===== config.mk =====
export PLATFORM = sky130hd
export DESIGN_NAME = instr_fetch_unit_flat
export DESIGN_NICKNAME = d
export VERILOG_FILES = /design/src/rtl/ifu_pkg.sv /design/src/rtl/instr_fetch_unit_if.sv /design/src/rtl/fetch_skid_buf.sv /design/src/rtl/instr_fetch_unit.sv /design/src/flat_wrapper.sv
export SDC_FILE = /design/constraint.sdc
export NUM_CORES = 1
export LEC_CHECK = 0
export ABC_AREA = 1
export ABC_CLOCK_PERIOD_IN_PS = 3300
export BUFFER_PORTS_ARGS = -buffer_cell sky130_fd_sc_hd__buf_2
export CORE_UTILIZATION = 58
export CTS_BUF_LIST = sky130_fd_sc_hd__clkbuf_16
export DETAILED_ROUTE_END_ITERATION = 10
export PLACE_DENSITY = 0.93
export SYNTH_ARGS = -nofsm -noshare
export SYNTH_HDL_FRONTEND = slang
export SYNTH_SLANG_ARGS = --single-unit
export TNS_END_PERCENT = 30

===== constraint.sdc =====
create_clock -name clk -period 3.3 [get_ports clk]
set_input_delay 0.495 -clock clk [delete_from_list [all_inputs] [get_ports clk]]
set_output_delay 0.495 -clock clk [all_outputs]
set_load 0.01 [all_outputs]

===== src/rtl/ifu_pkg.sv =====
// rtl/ifu_pkg.sv - shared types and constants for the instruction fetch unit
package ifu_pkg;

    localparam int PC_W    = 9;
    localparam int INSTR_W = 32;

    localparam logic [PC_W-1:0]    PC_STEP   = 9'd4;
    localparam logic [INSTR_W-1:0] NOP_INSTR = 32'h0000_0000;

    // FETCH  : request outstanding at pc
    // DISCARD: a redirect hit a pending request; drain it, drop the data
    // HOLD   : consumer stalled on an acked word, parked in the skid buffer
    typedef enum logic [1:0] {
        FETCH   = 2'd0,
        DISCARD = 2'd1,
        HOLD    = 2'd2
    } ifu_state_e;

endpackage


===== src/rtl/instr_fetch_unit_if.sv =====
// rtl/instr_fetch_unit_if.sv - instruction memory request/ack bus
//
// master (fetch unit): drives imem_req, imem_addr; samples imem_ack, imem_rdata
// slave  (memory)    : samples imem_req, imem_addr; drives imem_ack, imem_rdata
interface instr_fetch_unit_if;
    import ifu_pkg::*;

    logic               imem_req;
    logic [PC_W-1:0]    imem_addr;
    logic               imem_ack;
    logic [INSTR_W-1:0] imem_rdata;

    modport master (
        output imem_req,
        output imem_addr,
        input  imem_ack,
        input  imem_rdata
    );

    modport slave (
        input  imem_req,
        input  imem_addr,
        output imem_ack,
        output imem_rdata
    );

endinterface


===== src/rtl/fetch_skid_buf.sv =====
// rtl/fetch_skid_buf.sv - one-entry skid register for an acked instruction
//
// Ports: clk, reset (sync, active-high); load captures {data_in, pc_in};
// clear invalidates (load wins if both); valid/data/pc present the entry.
module fetch_skid_buf
    import ifu_pkg::*;
(
    input  logic               clk,
    input  logic               reset,
    input  logic               load,
    input  logic               clear,
    input  logic [INSTR_W-1:0] data_in,
    input  logic [PC_W-1:0]    pc_in,
    output logic               valid,
    output logic [INSTR_W-1:0] data,
    output logic [PC_W-1:0]    pc
);

    logic               valid_q, valid_d;
    logic [INSTR_W-1:0] data_q, data_d;
    logic [PC_W-1:0]    pc_q, pc_d;

    always_comb begin
        valid_d = valid_q;
        data_d  = data_q;
        pc_d    = pc_q;
        if (load) begin
            valid_d = 1'b1;
            data_d  = data_in;
            pc_d    = pc_in;
        end else if (clear) begin
            valid_d = 1'b0;
        end
    end

    always_ff @(posedge clk) begin
        if (reset) begin
            valid_q <= 1'b0;
            data_q  <= NOP_INSTR;
            pc_q    <= '0;
        end else begin
            valid_q <= valid_d;
            data_q  <= data_d;
            pc_q    <= pc_d;
        end
    end

    assign valid = valid_q;
    assign data  = data_q;
    assign pc    = pc_q;

endmodule


===== src/rtl/instr_fetch_unit.sv =====
// rtl/instr_fetch_unit.sv - single-issue instruction fetch with skid and redirect
//
// Ports: clk, reset (sync, active-high); stall (consumer not loading);
// redirect/redirect_pc (flush and refetch); imem (master side of the memory
// bus); instr_out/pc_out/instr_valid (registered decode-stage outputs);
// fetch_wait_cnt (16-bit saturating wait counter, only with IFU_WAIT_CNT_EN).
module instr_fetch_unit
    import ifu_pkg::*;
(
    input  logic               clk,
    input  logic               reset,
    input  logic               stall,
    input  logic               redirect,
    input  logic [PC_W-1:0]    redirect_pc,
    instr_fetch_unit_if.master imem,
    output logic [INSTR_W-1:0] instr_out,
    output logic [PC_W-1:0]    pc_out,
    output logic               instr_valid
`ifdef IFU_WAIT_CNT_EN
    ,
    output logic [15:0]        fetch_wait_cnt
`endif
);

    ifu_state_e         state_q, state_d;
    logic [PC_W-1:0]    pc_q, pc_d;
    logic [PC_W-1:0]    disc_addr_q, disc_addr_d;
    logic [INSTR_W-1:0] instr_q, instr_d;
    logic [PC_W-1:0]    pc_out_q, pc_out_d;
    logic               valid_q, valid_d;
    // Set through reset and for the first cycle after it, so an ack left
    // over from an abandoned transaction cannot be taken as ours.
    logic               ign_q;

    logic               req;
    logic               ack_ok;
    logic               skid_load;
    logic               skid_clear;
    logic               skid_valid;
    logic [INSTR_W-1:0] skid_data;
    logic [PC_W-1:0]    skid_pc;

    // imem_addr depends only on registered state, never on stall or ack.
    assign req    = !reset && !ign_q && (state_q != HOLD);
    assign ack_ok = req && imem.imem_ack;

    assign imem.imem_req  = req;
    assign imem.imem_addr = (state_q == DISCARD) ? disc_addr_q : pc_q;

    fetch_skid_buf u_skid (
        .clk     (clk),
        .reset   (reset),
        .load    (skid_load),
        .clear   (skid_clear),
        .data_in (imem.imem_rdata),
        .pc_in   (pc_q),
        .valid   (skid_valid),
        .data    (skid_data),
        .pc      (skid_pc)
    );

    always_comb begin
        state_d     = state_q;
        pc_d        = pc_q;
        disc_addr_d = disc_addr_q;
        instr_d     = instr_q;
        pc_out_d    = pc_out_q;
        valid_d     = valid_q;
        skid_load   = 1'b0;
        skid_clear  = 1'b0;

        // A loading consumer with nothing new gets a bubble.
        if (!stall) begin
            valid_d = 1'b0;
            instr_d = NOP_INSTR;
        end

        if (redirect) begin
            pc_d       = redirect_pc & ~9'h003;
            valid_d    = 1'b0;
            instr_d    = NOP_INSTR;
            pc_out_d   = '0;
            skid_clear = 1'b1;
            unique case (state_q)
                FETCH: begin
                    if (req && !imem.imem_ack) begin
                        state_d     = DISCARD;
                        disc_addr_d = pc_q;
                    end
                end
                DISCARD: begin
                    if (ack_ok) state_d = FETCH;
                end
                HOLD:    state_d = FETCH;
                default: state_d = FETCH;
            endcase
        end else begin
            unique case (state_q)
                FETCH: begin
                    if (ack_ok) begin
                        pc_d = pc_q + PC_STEP;
                        if (!stall) begin
                            instr_d  = imem.imem_rdata;
                            pc_out_d = pc_q;
                            valid_d  = 1'b1;
                        end else begin
                            skid_load = 1'b1;
                            state_d   = HOLD;
                        end
                    end
                end
                DISCARD: begin
                    if (ack_ok) state_d = FETCH;
                end
                HOLD: begin
                    if (!stall) begin
                        instr_d    = skid_data;
                        pc_out_d   = skid_pc;
                        valid_d    = skid_valid;
                        skid_clear = 1'b1;
                        state_d    = FETCH;
                    end
                end
                default: state_d = FETCH;
            endcase
        end
    end

    always_ff @(posedge clk) begin
        if (reset) begin
            state_q     <= FETCH;
            pc_q        <= '0;
            disc_addr_q <= '0;
            instr_q     <= NOP_INSTR;
            pc_out_q    <= '0;
            valid_q     <= 1'b0;
            ign_q       <= 1'b1;
        end else begin
            state_q     <= state_d;
            pc_q        <= pc_d;
            disc_addr_q <= disc_addr_d;
            instr_q     <= instr_d;
            pc_out_q    <= pc_out_d;
            valid_q     <= valid_d;
            ign_q       <= 1'b0;
        end
    end

    assign instr_out   = instr_q;
    assign pc_out      = pc_out_q;
    assign instr_valid = valid_q;

`ifdef IFU_WAIT_CNT_EN
    logic [15:0] wait_cnt_q, wait_cnt_d;

    always_comb begin
        wait_cnt_d = wait_cnt_q;
        if (req && !imem.imem_ack && (wait_cnt_q != 16'hFFFF))
            wait_cnt_d = wait_cnt_q + 16'd1;
    end

    always_ff @(posedge clk) begin
        if (reset) wait_cnt_q <= 16'h0000;
        else       wait_cnt_q <= wait_cnt_d;
    end

    assign fetch_wait_cnt = wait_cnt_q;
`endif

endmodule


===== src/flat_wrapper.sv =====
// flat-port wrapper written by rule: the top's interface ports become plain ports
module instr_fetch_unit_flat import ifu_pkg::*;
  (clk, reset, stall, redirect, redirect_pc, instr_out, pc_out, instr_valid, imem_imem_req, imem_imem_addr, imem_imem_ack, imem_imem_rdata);
  instr_fetch_unit_if imem_i ();
  input  logic clk;
  input  logic reset;
  input  logic stall;
  input  logic redirect;
  input  logic [PC_W-1:0] redirect_pc;
  output logic [INSTR_W-1:0] instr_out;
  output logic [PC_W-1:0] pc_out;
  output logic instr_valid;
  output wire logic [$bits(imem_i.imem_req)-1:0] imem_imem_req;
  output wire logic [$bits(imem_i.imem_addr)-1:0] imem_imem_addr;
  input wire logic [$bits(imem_i.imem_ack)-1:0] imem_imem_ack;
  input wire logic [$bits(imem_i.imem_rdata)-1:0] imem_imem_rdata;
  assign imem_imem_req = imem_i.imem_req;
  assign imem_imem_addr = imem_i.imem_addr;
  assign imem_i.imem_ack = imem_imem_ack;
  assign imem_i.imem_rdata = imem_imem_rdata;
  instr_fetch_unit u_core (.clk(clk), .reset(reset), .stall(stall), .redirect(redirect), .redirect_pc(redirect_pc), .imem(imem_i), .instr_out(instr_out), .pc_out(pc_out), .instr_valid(instr_valid));
endmodule

Word level (Yosys, flattened, before mapping)
Index checks and enable logic that the tools add are counted.

Output and inout port bits: 52. Input bits: 46. Bits in registers: 105.

Reductions and logical operators: 18. Mux-type cells: 36. Equality and inequality tests: 10. Add/subtract/negate cells: 1.

Operators by type and width (count): 32-bit two-way mux (4); 32-bit case mux with 2 select lines (1); 9-bit two-way mux (7); 9-bit case mux with 2 select lines (1); 1-bit two-way mux (14); 2-bit two-way mux (6); 9-bit by 3-bit adder with 9-bit output, second input constant (1); 4-bit AND reduction (2); 2-bit nonzero test (4); 2-bit != test, second input constant (3); 3-bit by 2-bit != test with 1-bit output, second input constant (2); 3-bit != test, second input constant (2); 2-bit case mux with 3 select lines (1); 1-bit logical AND (4); 2-bit case mux with 2 select lines (1); 2-bit AND reduction (2); 1-bit zero test (3); 3-bit AND reduction (1); 2-bit by 1-bit equality test with 1-bit output, second input constant (1); 2-bit equality test, second input constant (1); 2-bit zero test (1); 2-bit by 1-bit != test with 1-bit output, second input constant (1); 1-bit case mux with 2 select lines (1); 2-bit OR reduction (1).

Depth between registers and ports, before layout
Word-level depth: 8. Gate-level depth with buffers: 10. Depth with buffers taken out: 10.

By module
Synthesis repeated with hierarchy kept, for this count alone.

Cells, all modules: 562. Area, all modules: 4232.8 µm².

By module, submodules not included: instr_fetch_unit (cells an instance 380, times used 1, area an instance 2767.7 µm²); fetch_skid_buf (cells an instance 182, times used 1, area an instance 1465.2 µm²).

Worst setup path after synthesis
No wires, ideal clock.

Kind: register -> output. Start point: register u_core.state_q[0]. End point: output port imem_imem_addr[5]. Required time: 2.805 ns. Setup slack: 1.680 ns. Buffers on the path: 1. Data arrival time: 1.125 ns. Cell stages (with the launch flop): 6. Cell sequence: dfxtp_1 inv_2 nor2_1 clkbuf_1 nand2_1 o21ai_0.

Word-level cells in the longest chain between the ends: 2.

Ends and longest elaborated chain: from (decl) (RTL line instr_fetch_unit.sv:25) `ifu_state_e state_q, state_d;`; from (signal assigned) (RTL line instr_fetch_unit.sv:139) `state_q <= state_d;`; 2-bit by 1-bit equality test with 1-bit output (RTL line instr_fetch_unit.sv:48) `assign imem.imem_addr = (state_q == DISCARD) ? disc_addr_q : pc_q;`; 9-bit two-way mux (RTL line instr_fetch_unit.sv:48); to (decl) (RTL line flat_wrapper.sv:14) `output wire logic [$bits(imem_i.imem_addr)-1:0] imem_imem_addr;`.

Every way passes these cells.

Final worst setup path
Start point: register u_core.state_q[0]. End point: output port imem_imem_addr[7].

Same word-level chain as after synthesis.

==> metrics.txt <==
# TYPE chip_impl_metric gauge
chip_impl_metric{name="detail_route.drc_violations",unit=""} 0
chip_impl_info{name="rsz0062_at_grt",value="false"} 1
chip_impl_metric{name="total_detailed_routing_wirelength",unit="µm"} 9960
chip_impl_metric{name="clk_pin_slew_worst_paths",unit="ns"} 0.08
chip_impl_metric{name="synth.cell_area",unit="µm²"} 4390
chip_impl_info{name="worstHoldStart",value="imem_imem_rdata[19]"} 1
chip_impl_info{name="cts_tree",value="yes"} 1
chip_impl_info{name="slowest_cell_on_the_critical_path",value="sky130_fd_sc_hd__nor2_1"} 1
chip_impl_metric{name="setup-tns-final",unit="ns"} 0
chip_impl_metric{name="drt_first_iter_violations",unit=""} 246
chip_impl_info{name="worstPathCellList",value="inv_2 -> nor2_1 -> nand2_1 -> o21ai_0 -> buf_2"} 1
chip_impl_metric{name="final_standard_cell_count_with_taps_included_and_fillers_excluded",unit=""} 819
chip_impl_info{name="worstHoldPathType",value="in -> reg"} 1
chip_impl_metric{name="count_of_inserted_antenna_diode_cells",unit=""} 0
chip_impl_metric{name="synthArstFlopShare",unit="%"} 0
chip_impl_info{name="status",value="completed"} 1
chip_impl_info{name="worstSetupStartpoint",value="u_core.state_q[0]$_SDFFE_PP0P_"} 1
chip_impl_info{name="final_cell_mix",value="sky130_fd_sc_hd__nand2_1, sky130_fd_sc_hd__nor2_1, sky130_fd_sc_hd__dfxtp_1"} 1
chip_impl_metric{name="post_synth_num_cell_types",unit=""} 24
chip_impl_metric{name="slowest_delay",unit="ns"} 0.56
chip_impl_metric{name="port_buffers",unit=""} 91
chip_impl_info{name="cts_root_buf",value="sky130_fd_sc_hd__clkbuf_16"} 1
chip_impl_metric{name="worst-r2r-setup-slack",unit="ns"} 1.42
chip_impl_metric{name="placed_cells",unit=""} 803
chip_impl_metric{name="worst-slew-pin-transition",unit="ns"} 1.02
chip_impl_metric{name="hold_viol_final",unit=""} 0
chip_impl_info{name="holdPathEnd",value="u_core.instr_out[19]$_SDFF_PP0_"} 1
chip_impl_metric{name="final-setup-viol-count",unit=""} 0
chip_impl_info{name="synth_top_cell_by_area",value="sky130_fd_sc_hd__dfxtp_1"} 1
chip_impl_metric{name="first_pass_grt_wire_length",unit="µm"} 16000
chip_impl_info{name="timing.critical_path.to_type",value="output port"} 1
chip_impl_metric{name="final_antenna_net_count",unit=""} 0
chip_impl_metric{name="min_period_over_period",unit="%"} 68.0
chip_impl_metric{name="floorplan.core_area",unit="µm²"} 7290
chip_impl_metric{name="worst_ir_drop_vdd",unit="mV"} 0.311
chip_impl_metric{name="path_max_fanout",unit=""} 15
chip_impl_info{name="synth_flop_cell",value="sky130_fd_sc_hd__dfxtp_1"} 1
chip_impl_metric{name="slew_violations",unit=""} 0
chip_impl_metric{name="initial_utilization",unit="%"} 60.2
chip_impl_metric{name="rr_worst_depth",unit=""} 7
chip_impl_info{name="critical_path_type",value="reg -> out"} 1
chip_impl_metric{name="grt-ovfl-total",unit=""} 0
chip_impl_metric{name="areaGrowthSynthToFinish",unit="%"} 16.5
chip_impl_metric{name="grt_antenna_before_repair",unit=""} 0
chip_impl_info{name="startpoint_type_of_the_worst_setup_path",value="flop"} 1
chip_impl_metric{name="postCtsHoldBufs",unit=""} 0
chip_impl_metric{name="synth_top_area_share",unit="%"} 44.3
chip_impl_metric{name="hpwl",unit="µm"} 6620
chip_impl_metric{name="h-tree-depth",unit=""} 3
chip_impl_metric{name="clk_path_buf_depth",unit=""} 2
chip_impl_info{name="most_frequent_standard_cell_in_the_layout_excluding_fill_and_tap_cells",value="sky130_fd_sc_hd__nand2_1"} 1
chip_impl_metric{name="drv_cap",unit=""} 0
chip_impl_metric{name="slew-limit-headroom",unit="%"} 31.8
chip_impl_metric{name="static-leakage-power",unit="nW"} 2.37
chip_impl_metric{name="die_h",unit="µm"} 89.0
chip_impl_metric{name="finalClockSkew",unit="ns"} 0.00814
chip_impl_metric{name="critPathRequiredTime",unit="ns"} 2.80
chip_impl_info{name="r2r_end",value="u_core.u_skid.data[22]$_SDFFE_PP0P_"} 1
chip_impl_info{name="synthTopCellsByArea",value="sky130_fd_sc_hd__dfxtp_1, sky130_fd_sc_hd__nand2_1, sky130_fd_sc_hd__nor2_1, sky130_fd_sc_hd__nand3b_1, sky130_fd_sc_hd__a21oi_1"} 1
chip_impl_metric{name="clock_sink_count",unit=""} 97
chip_impl_metric{name="pin_count_of_the_biggest_net_entering_global_routing",unit=""} 51
chip_impl_metric{name="timing.hold.worst_path_depth",unit=""} 3
chip_impl_metric{name="avgSynthCellArea",unit="µm²"} 6.80
chip_impl_metric{name="postLayoutCoreUtil",unit="%"} 70.1
chip_impl_metric{name="power.density",unit="nW/µm²"} 474
chip_impl_info{name="crit-reg2reg-launch",value="u_core.state_q[1]$_SDFFE_PP0P_"} 1
chip_impl_metric{name="detail_route.vias_per_cell",unit=""} 5.21
chip_impl_metric{name="cts_resized",unit=""} 0
chip_impl_metric{name="post-cts-setup-buffer-count",unit=""} 0
chip_impl_metric{name="synth-edff-count",unit=""} 0
chip_impl_metric{name="avgRoutedWirePerCell",unit="µm"} 12.2
chip_impl_metric{name="synth_instances",unit=""} 645
chip_impl_metric{name="layout.nets",unit=""} 762
chip_impl_metric{name="synth.ff_latch_count",unit=""} 97
chip_impl_metric{name="fillCellCount",unit=""} 621
chip_impl_metric{name="floorplan.rows",unit=""} 31
chip_impl_metric{name="dr.pass1.iters",unit=""} 5
chip_impl_metric{name="period_needed",unit="ns"} 2.24
chip_impl_metric{name="layout-drive-gt1-share",unit="%"} 18.1
chip_impl_metric{name="yosysWarningCount",unit=""} 0
chip_impl_metric{name="part_of_the_yosys_area_used_for_sequential_elements",unit="%"} 44.3
chip_impl_metric{name="total_vias_in_the_final_route",unit=""} 4268
chip_impl_metric{name="max_clock_freq",unit="GHz"} 0.446
chip_impl_metric{name="io_pins",unit=""} 98
chip_impl_metric{name="tritoncts.num_buffers",unit=""} 9
chip_impl_metric{name="die_area",unit="µm²"} 7920
chip_impl_metric{name="gp_routability_congestion",unit=""} 0.816
chip_impl_metric{name="clock_insertion_delay_worst_skew",unit="ns"} 0.34
chip_impl_metric{name="first_global_vias",unit=""} 3638
chip_impl_metric{name="arrival",unit="ns"} 1.75
chip_impl_metric{name="grt_util_all_layers",unit="%"} 25.6
chip_impl_metric{name="die_width",unit="µm"} 89.0
-- cell type report --
| type | count | area, µm² | area share [%] |
|---|---|---|---|
| inverter | 24 | 90.1 | 1.76 |
| clock inverter | 7 | 61.3 | 1.20 |
| sequential | 97 | 1940 | 38.0 |
| tap | 99 | 124 | 2.42 |
| clock buffer | 9 | 225 | 4.41 |
| timing repair buffer | 97 | 513 | 10.0 |
| multi-input combinational | 486 | 2160 | 42.2 |
-- worst max path at each step --
stage	endpoint	slack, ns	cells after the start
finish	imem_imem_addr[7]	1.06	5
global route	imem_imem_addr[4]	0.90	5
CTS	imem_imem_addr[8]	1.06	4
detailed placement	u_core.instr_out[21]$_SDFF_PP0_	1.0	6
global placement	u_core.instr_out[5]$_SDFF_PP0_	1.06	6
floorplan	imem_imem_addr[5]	1.68	5
-- flip-flops by register name, summed over array words and instances, names as in the netlist, 2 cells and up --
signal,count
u_core.disc_addr_q,7
u_core.pc_q,7
u_core.instr_out,32
u_core.u_skid.pc,7
u_core.pc_out,7
u_core.u_skid.data,32
u_core.state_q,2
-- layer usage --
layer | up-vias | wire length [µm] | GRT usage, % | part of all wire [%]
met1 | 1970 | 4390 | 32.8 | 44
li1 | 2162 | - | - | -
met2 | 117 | 4900 | 43.8 | 49
met5 | - | 0 | 0 | 0
met3 | 19 | 489 | 3.79 | 4.9
met4 | 0 | 178 | 9.67 | 1.8
-- power breakdown --
| group | internal, W | total (W) | switching [W] |
|---|---|---|---|
| logic | 0.0000780 | 0.000214 | 0.000136 |
| clock network | 0.000526 | 0.00100 | 0.000474 |
| registers | 0.00119 | 0.00121 | 0.0000178 |
| total | 0.00180 | 0.00243 | 0.000627 |
-- worst max-delay path: cells and delay by family, from the launching register on --
family                 cells  cell delay, ns
AOI/OAI and AO/OA          1            0.12
buffers and inverters      2            0.25
DFF                        1            0.39
and+or+nand+nor            2            0.66
-- synthesized netlist by cell type (7+ instances only) --
cell type	number
sky130_fd_sc_hd__buf_4	10
sky130_fd_sc_hd__o21ai_0	27
sky130_fd_sc_hd__a21oi_1	45
sky130_fd_sc_hd__nand3_1	17
sky130_fd_sc_hd__dfxtp_1	97
sky130_fd_sc_hd__nand3b_1	38
sky130_fd_sc_hd__nand2_1	192
sky130_fd_sc_hd__nor2_2	7
sky130_fd_sc_hd__clkbuf_1	10
sky130_fd_sc_hd__nor2_1	144
sky130_fd_sc_hd__inv_2	7
sky130_fd_sc_hd__buf_2	15
sky130_fd_sc_hd__inv_1	17
-- metrics by stage --
step	setup slack [ns]	cell area (µm²)	power, W	hold slack (ns)
6_report	1.06	5110	0.00243	0.387
5_1_grt	0.898	5110	0.00252	0.386
4_1_cts	1.06	5110	0.00243	0.387
3_5_place_dp	0.997	4830	0.00145	0.458
3_3_place_gp	1.06	4830	0.00144	0.449
2_1_floorplan	1.68	4400	0.00138	0.441
-- cell families (layout without fill, tap and decap cells) --
family	count (synthesis)	count (layout)	share of synthesized area [%]
AOI/OAI and AO/OA	73	73	8.38
adders and majority gates	1	1	0.285
DFF	97	97	44.3
other	1	4	0.0855
and+or+nand+nor	406	406	39.7
buffers and inverters	65	137	6.84
xor gates and xnor gates	2	2	0.399
Note: power is estimated with default switching activity, not from simulation.
